===== config.mk =====
export PLATFORM = sky130hd
export DESIGN_NAME = seg_scan_drv
export DESIGN_NICKNAME = d
export VERILOG_FILES = /design/src/rtl/seg_scan_drv.sv
export SDC_FILE = /design/constraint.sdc
export NUM_CORES = 1
export LEC_CHECK = 0
export CAP_MARGIN = 5
export CORE_MARGIN = 8
export CORE_UTILIZATION = 50
export DETAILED_ROUTE_END_ITERATION = 8
export HOLD_SLACK_MARGIN = 0.15
export PLACE_DENSITY_LB_ADDON = 0.2
export SYNTH_ARGS = -nofsm -noshare
export SYNTH_HDL_FRONTEND = slang
export SYNTH_SLANG_ARGS = --single-unit

===== constraint.sdc =====
create_clock -name clk -period 3 [get_ports clk]
set_input_delay 0.6 -clock clk [delete_from_list [all_inputs] [get_ports clk]]
set_output_delay 0.6 -clock clk [all_outputs]
set_load 0.1 [all_outputs]

===== src/rtl/seg_scan_drv.sv =====
// seg_scan_drv: drives a 4-digit common-anode 7-segment display from the
// digit-select scan interface, with a dead time on every digit switch and a
// once-per-frame snapshot of the digit data.
//
// State table
//   state | meaning
//   BLANK | all anodes off; dead-time counter running down to zero
//   SHOW  | anode for sel_q on; segments/DP decoded from the snapshot
//
// Ports
//   clk        in   system clock (100 MHz)
//   rst        in   asynchronous reset, active low
//   sel[1:0]   in   digit index from the scan generator (0 = rightmost)
//   pls_sel    in   scan-rate square wave, blinks enabled decimal points
//   digits     in   four 4-bit codes, [3:0] = digit 0 .. [15:12] = digit 3
//   dp_mask    in   per-digit decimal-point enable
//   an         out  anode enables, active low, at most one low
//   seg        out  segments {g,f,e,d,c,b,a}, active low
//   dp         out  decimal point, active low
//   frame_tick out  one-cycle pulse when a new snapshot is taken
//
// Build option
//   SEG_LZ_BLANK_EN  when defined, leading zeros of the snapshot (digits
//                    3..1) are suppressed: segments off, anode still driven.
module seg_scan_drv #(
  parameter int DEAD_CYC = 100,
  parameter int CNT_W    = 8
) (
  input  logic        clk,
  input  logic        rst,
  input  logic [1:0]  sel,
  input  logic        pls_sel,
  input  logic [15:0] digits,
  input  logic [3:0]  dp_mask,
  output logic [3:0]  an,
  output logic [6:0]  seg,
  output logic        dp,
  output logic        frame_tick
);

  typedef enum logic [0:0] {
    BLANK = 1'b0,
    SHOW  = 1'b1
  } state_t;

  localparam logic [CNT_W-1:0] CNT_LOAD = CNT_W'(DEAD_CYC - 1);

  state_t           state_q, state_d;
  logic [CNT_W-1:0] cnt_q, cnt_d;
  logic [1:0]       sel_q;
  logic [15:0]      snapshot;
  logic             change;
  logic             new_frame;
  logic [3:0]       nib;
  logic [3:0]       an_d;
  logic [6:0]       seg_d;
  logic             dp_d;

  function automatic logic [6:0] decode(input logic [3:0] code);
    logic [6:0] s;
    case (code)
      4'h0: s = 7'h40;
      4'h1: s = 7'h79;
      4'h2: s = 7'h24;
      4'h3: s = 7'h30;
      4'h4: s = 7'h19;
      4'h5: s = 7'h12;
      4'h6: s = 7'h02;
      4'h7: s = 7'h78;
      4'h8: s = 7'h00;
      4'h9: s = 7'h10;
      4'hA: s = 7'h08;
      4'hB: s = 7'h03;
      4'hC: s = 7'h46;
      4'hD: s = 7'h21;
      4'hE: s = 7'h06;
      default: s = 7'h0E;
    endcase
    return s;
  endfunction

  assign change    = (sel != sel_q);
  // A frame starts when the scan arrives back at the rightmost digit.
  assign new_frame = change && (sel == 2'd0);
  assign nib       = snapshot[{sel_q, 2'b00} +: 4];

`ifdef SEG_LZ_BLANK_EN
  logic [3:0] lz_blank;
  always_comb begin
    lz_blank    = 4'b0000;
    lz_blank[3] = (snapshot[15:12] == 4'h0);
    lz_blank[2] = lz_blank[3] && (snapshot[11:8] == 4'h0);
    lz_blank[1] = lz_blank[2] && (snapshot[7:4] == 4'h0);
  end
`endif

  always_comb begin
    state_d = state_q;
    cnt_d   = cnt_q;
    an_d    = 4'b1111;
    seg_d   = 7'h7F;
    dp_d    = 1'b1;

    if (change) begin
      // Any switch, including one during the dead time, restarts the blank.
      state_d = BLANK;
      cnt_d   = CNT_LOAD;
    end else begin
      case (state_q)
        BLANK: begin
          if (cnt_q == '0) begin
            state_d = SHOW;
          end else begin
            cnt_d = cnt_q - 1'b1;
          end
        end
        default: state_d = SHOW;
      endcase

      // Outputs are registered, so they follow the state being entered.
      if (state_d == SHOW) begin
        an_d        = 4'b1111;
        an_d[sel_q] = 1'b0;
`ifdef SEG_LZ_BLANK_EN
        seg_d       = lz_blank[sel_q] ? 7'h7F : decode(nib);
`else
        seg_d       = decode(nib);
`endif
        dp_d        = ~(dp_mask[sel_q] & pls_sel);
      end
    end
  end

  always_ff @(posedge clk or negedge rst) begin
    if (!rst) begin
      state_q    <= BLANK;
      cnt_q      <= CNT_LOAD;
      sel_q      <= 2'd0;
      snapshot   <= 16'h0000;
      an         <= 4'b1111;
      seg        <= 7'h7F;
      dp         <= 1'b1;
      frame_tick <= 1'b0;
    end else begin
      state_q    <= state_d;
      cnt_q      <= cnt_d;
      sel_q      <= sel;
      an         <= an_d;
      seg        <= seg_d;
      dp         <= dp_d;
      frame_tick <= new_frame;
      if (new_frame) begin
        snapshot <= digits;
      end
    end
  end

endmodule

==> metrics.cfg <==
[run_status]
outcome = finished, final reports clean

[synth]
avgSynthCellArea_sq_um = 12.5
async_reset_ff_frac = 1.00
yosysTopAreaCellShare = 0.295
synthCells = 163
synth_most_common_cell = dfrtp_1
synth_common_cells = 24 x dfrtp_1, 19 x mux2_2, 16 x dfstp_2
synthesis.nets = 196
synth-edff-count = 0
ys_warn_count = 0
yosys-top-cells-area = dfrtp_1 30%, dfstp_2 21%, mux2_2 11%
seq_area_frac_synth = 0.502
synth_cell_type_count = 37
netlist_area_sq_mm = 0.00204
synth_ff_type = dfrtp_1
ys_seq_elements = 40
yosysTopAreaCell = dfrtp_1

[setup_path]
path_max_fanout = 14
crit_type = flop to flop
start_kind = flop
max_stage_delay_ps = 720
crit_path_end_kind = flop
worstPathRequired_ps = 3180
slowest_stage = dfrtp_1
crit_arrival_ps = 2450
r2r_cells = 6
cp_cell_sequence = mux4_2 > inv_1 > ha_1 > nor3_1 > o21a_1 > o31ai_1

[global_routing]
antenna_found_initial = 0
grt_remaining_overflow = 0
grt_pass1_vias = 1465
grt_pass1_wl_microns = 6780
grtUsageTotal = 0.136
grt_max_degree = 41

[sta]
report.final.slew_viol_count = 0
hold_ws_ps = 410
skew_ps = 7.81
max_slew_margin = 0.437
tightest_slew_ps = 844
fmax_mhz = 439
report.final.setup_viol = 0
rsz0062_at_grt = false
hold_viol_final = 0
fin_setup_tns_ps = 0
fin_crit_ps = 2280
post-route-period-util = 0.759

[cts]
clk_latency_ps = 290
htree_levels = 2
post-cts-setup-buffer-count = 0
cts.clk_slew.worst_paths_ps = 70
hold_buffers = 0
ctsResizeCount = 0
numCtsBuffers = 5
root_buffer = clkbuf_8
cts_tree = yes
cts.path.max_buffers = 2
cts.sinks = 40

[placed_design]
gp_congestion = 0.812
numPortBuffers = 37
dpl.hpwl_microns = 3050

[routing]
via_count = 1404
antenna_left = 0
dr.pass1.iters = 4
first_iter_violations = 83
post-route-drc-count = 0
drt-wirelength-per-cell_microns = 15.9
avgViaCountPerCell = 5.51
routed_wl_microns = 4070

[job]
maxCapViolations = 0

[floorplanning]
core_sq_mm = 0.00397
ioPinCount = 38
chipHeight_microns = 79.8
initial_core_util = 0.513
rows = 23
die_area_sq_mm = 0.00637
die_w_microns = 79.8

[layout]
fin_nets = 237
syn_to_final_growth_pct = 24.0
antennaDiodeCount = 0
drive_gt1_frac = 0.341

[pwr]
p_comb_frac = 0.225
ir_drop_uv = 328
internal-power_uw = 949
power.share.sequential = 0.479
power_density_mw_per_mm2 = 516
clkPwrFrac = 0.295
p_sw_frac = 0.271
p_sw_uw = 353
p_leak_uw = 0.00109

[hold_path]
hold_path.class = input port to asynchronous set/reset pin

## per-stage QoR
step	util	instances	setup WS [ps]	power [uW]	instance area, sq um
finish	0.636	255	724	1300	2520
global route	0.636	255	574	1380	2520
CTS	0.636	255	733	1320	2520
detailed placement	0.611	247	705	924	2420
global placement	0.611	247	790	908	2420
floorplan	-	163	983	829	2040
## cell usage in the layout, fill, tap and decap left out, types with 7 or more instances in the layout
cell             instances
ha_1                     8
buf_4                   16
clkbuf_8                 7
dfrtp_1                 24
mux2i_1                  7
dfstp_2                 16
inv_1                   10
nand2_1                  8
mux2_2                  19
clkdlybuf4s50_1         23
## final timing paths
kind,from,endpoint,slack [ps]
worst max-delay path,sel_q[1],seg[0],720
worst min-delay path,rst,frame_tick,410
worst max register to register,sel_q[1],seg[0],720
worst min register to register,cnt_q[1],cnt_q[1],510
max in group asynchronous,rst,state_q,2060
min in group clk,cnt_q[1],cnt_q[1],510
## worst max-delay path, delay by kind of cell, from the launching register on
kind,cells,cell delay [ps]
fa+ha+maj,1,220
simple gates,1,80
flops,1,720
buf+inv,1,170
compound gates,2,500
mux,1,460
## area by class of cell
| type | count | area (sq um) |
|---|---|---|
| Sequential cell | 40 | 1020 |
| Timing Repair Buffer | 40 | 355 |
| Tap cell | 50 | 62.6 |
| Clock buffer | 8 | 100 |
| Inverter | 11 | 41.3 |
| Fill cell | 311 | 1450 |
| Multi-Input combinational cell | 106 | 945 |
## per-layer routing
layer | global-route usage | share of wire | vias up
li1 | - | - | 668
met3 | 0.0462 | 0.057 | 9
met2 | 0.231 | 0.50 | 32
met1 | 0.147 | 0.42 | 695
met5 | 0 | 0 | -
met4 | 0.0727 | 0.024 | 0
## cells by family after synthesis
| logic type | Yosys count | share of synthesized area |
|---|---|---|
| buf+inv | 17 | 0.0344 |
| mux | 31 | 0.195 |
| compound gates | 22 | 0.0830 |
| xor+xnor | 7 | 0.0301 |
| flops | 40 | 0.502 |
| fa+ha+maj | 8 | 0.0492 |
| simple gates | 38 | 0.107 |
## sequential cells by signal, summed over array words and instances (netlist names)
register / cells
snapshot: 16
cnt_q: 8
seg: 7
an: 4
sel_q: 2
dp: 1
frame_tick: 1
state_q: 1
## power by group through the flow
stage                     registers (uW)  clock network (uW)  logic, uW
after floorplan                      623                   0        206
after CTS                            624                 404        294
after global placement               630                   0        278
after detailed placement             633                   0        290
after global routing                 629                 426        324
final                                625                 385        293
Note: power is estimated with default switching activity, not from simulation.
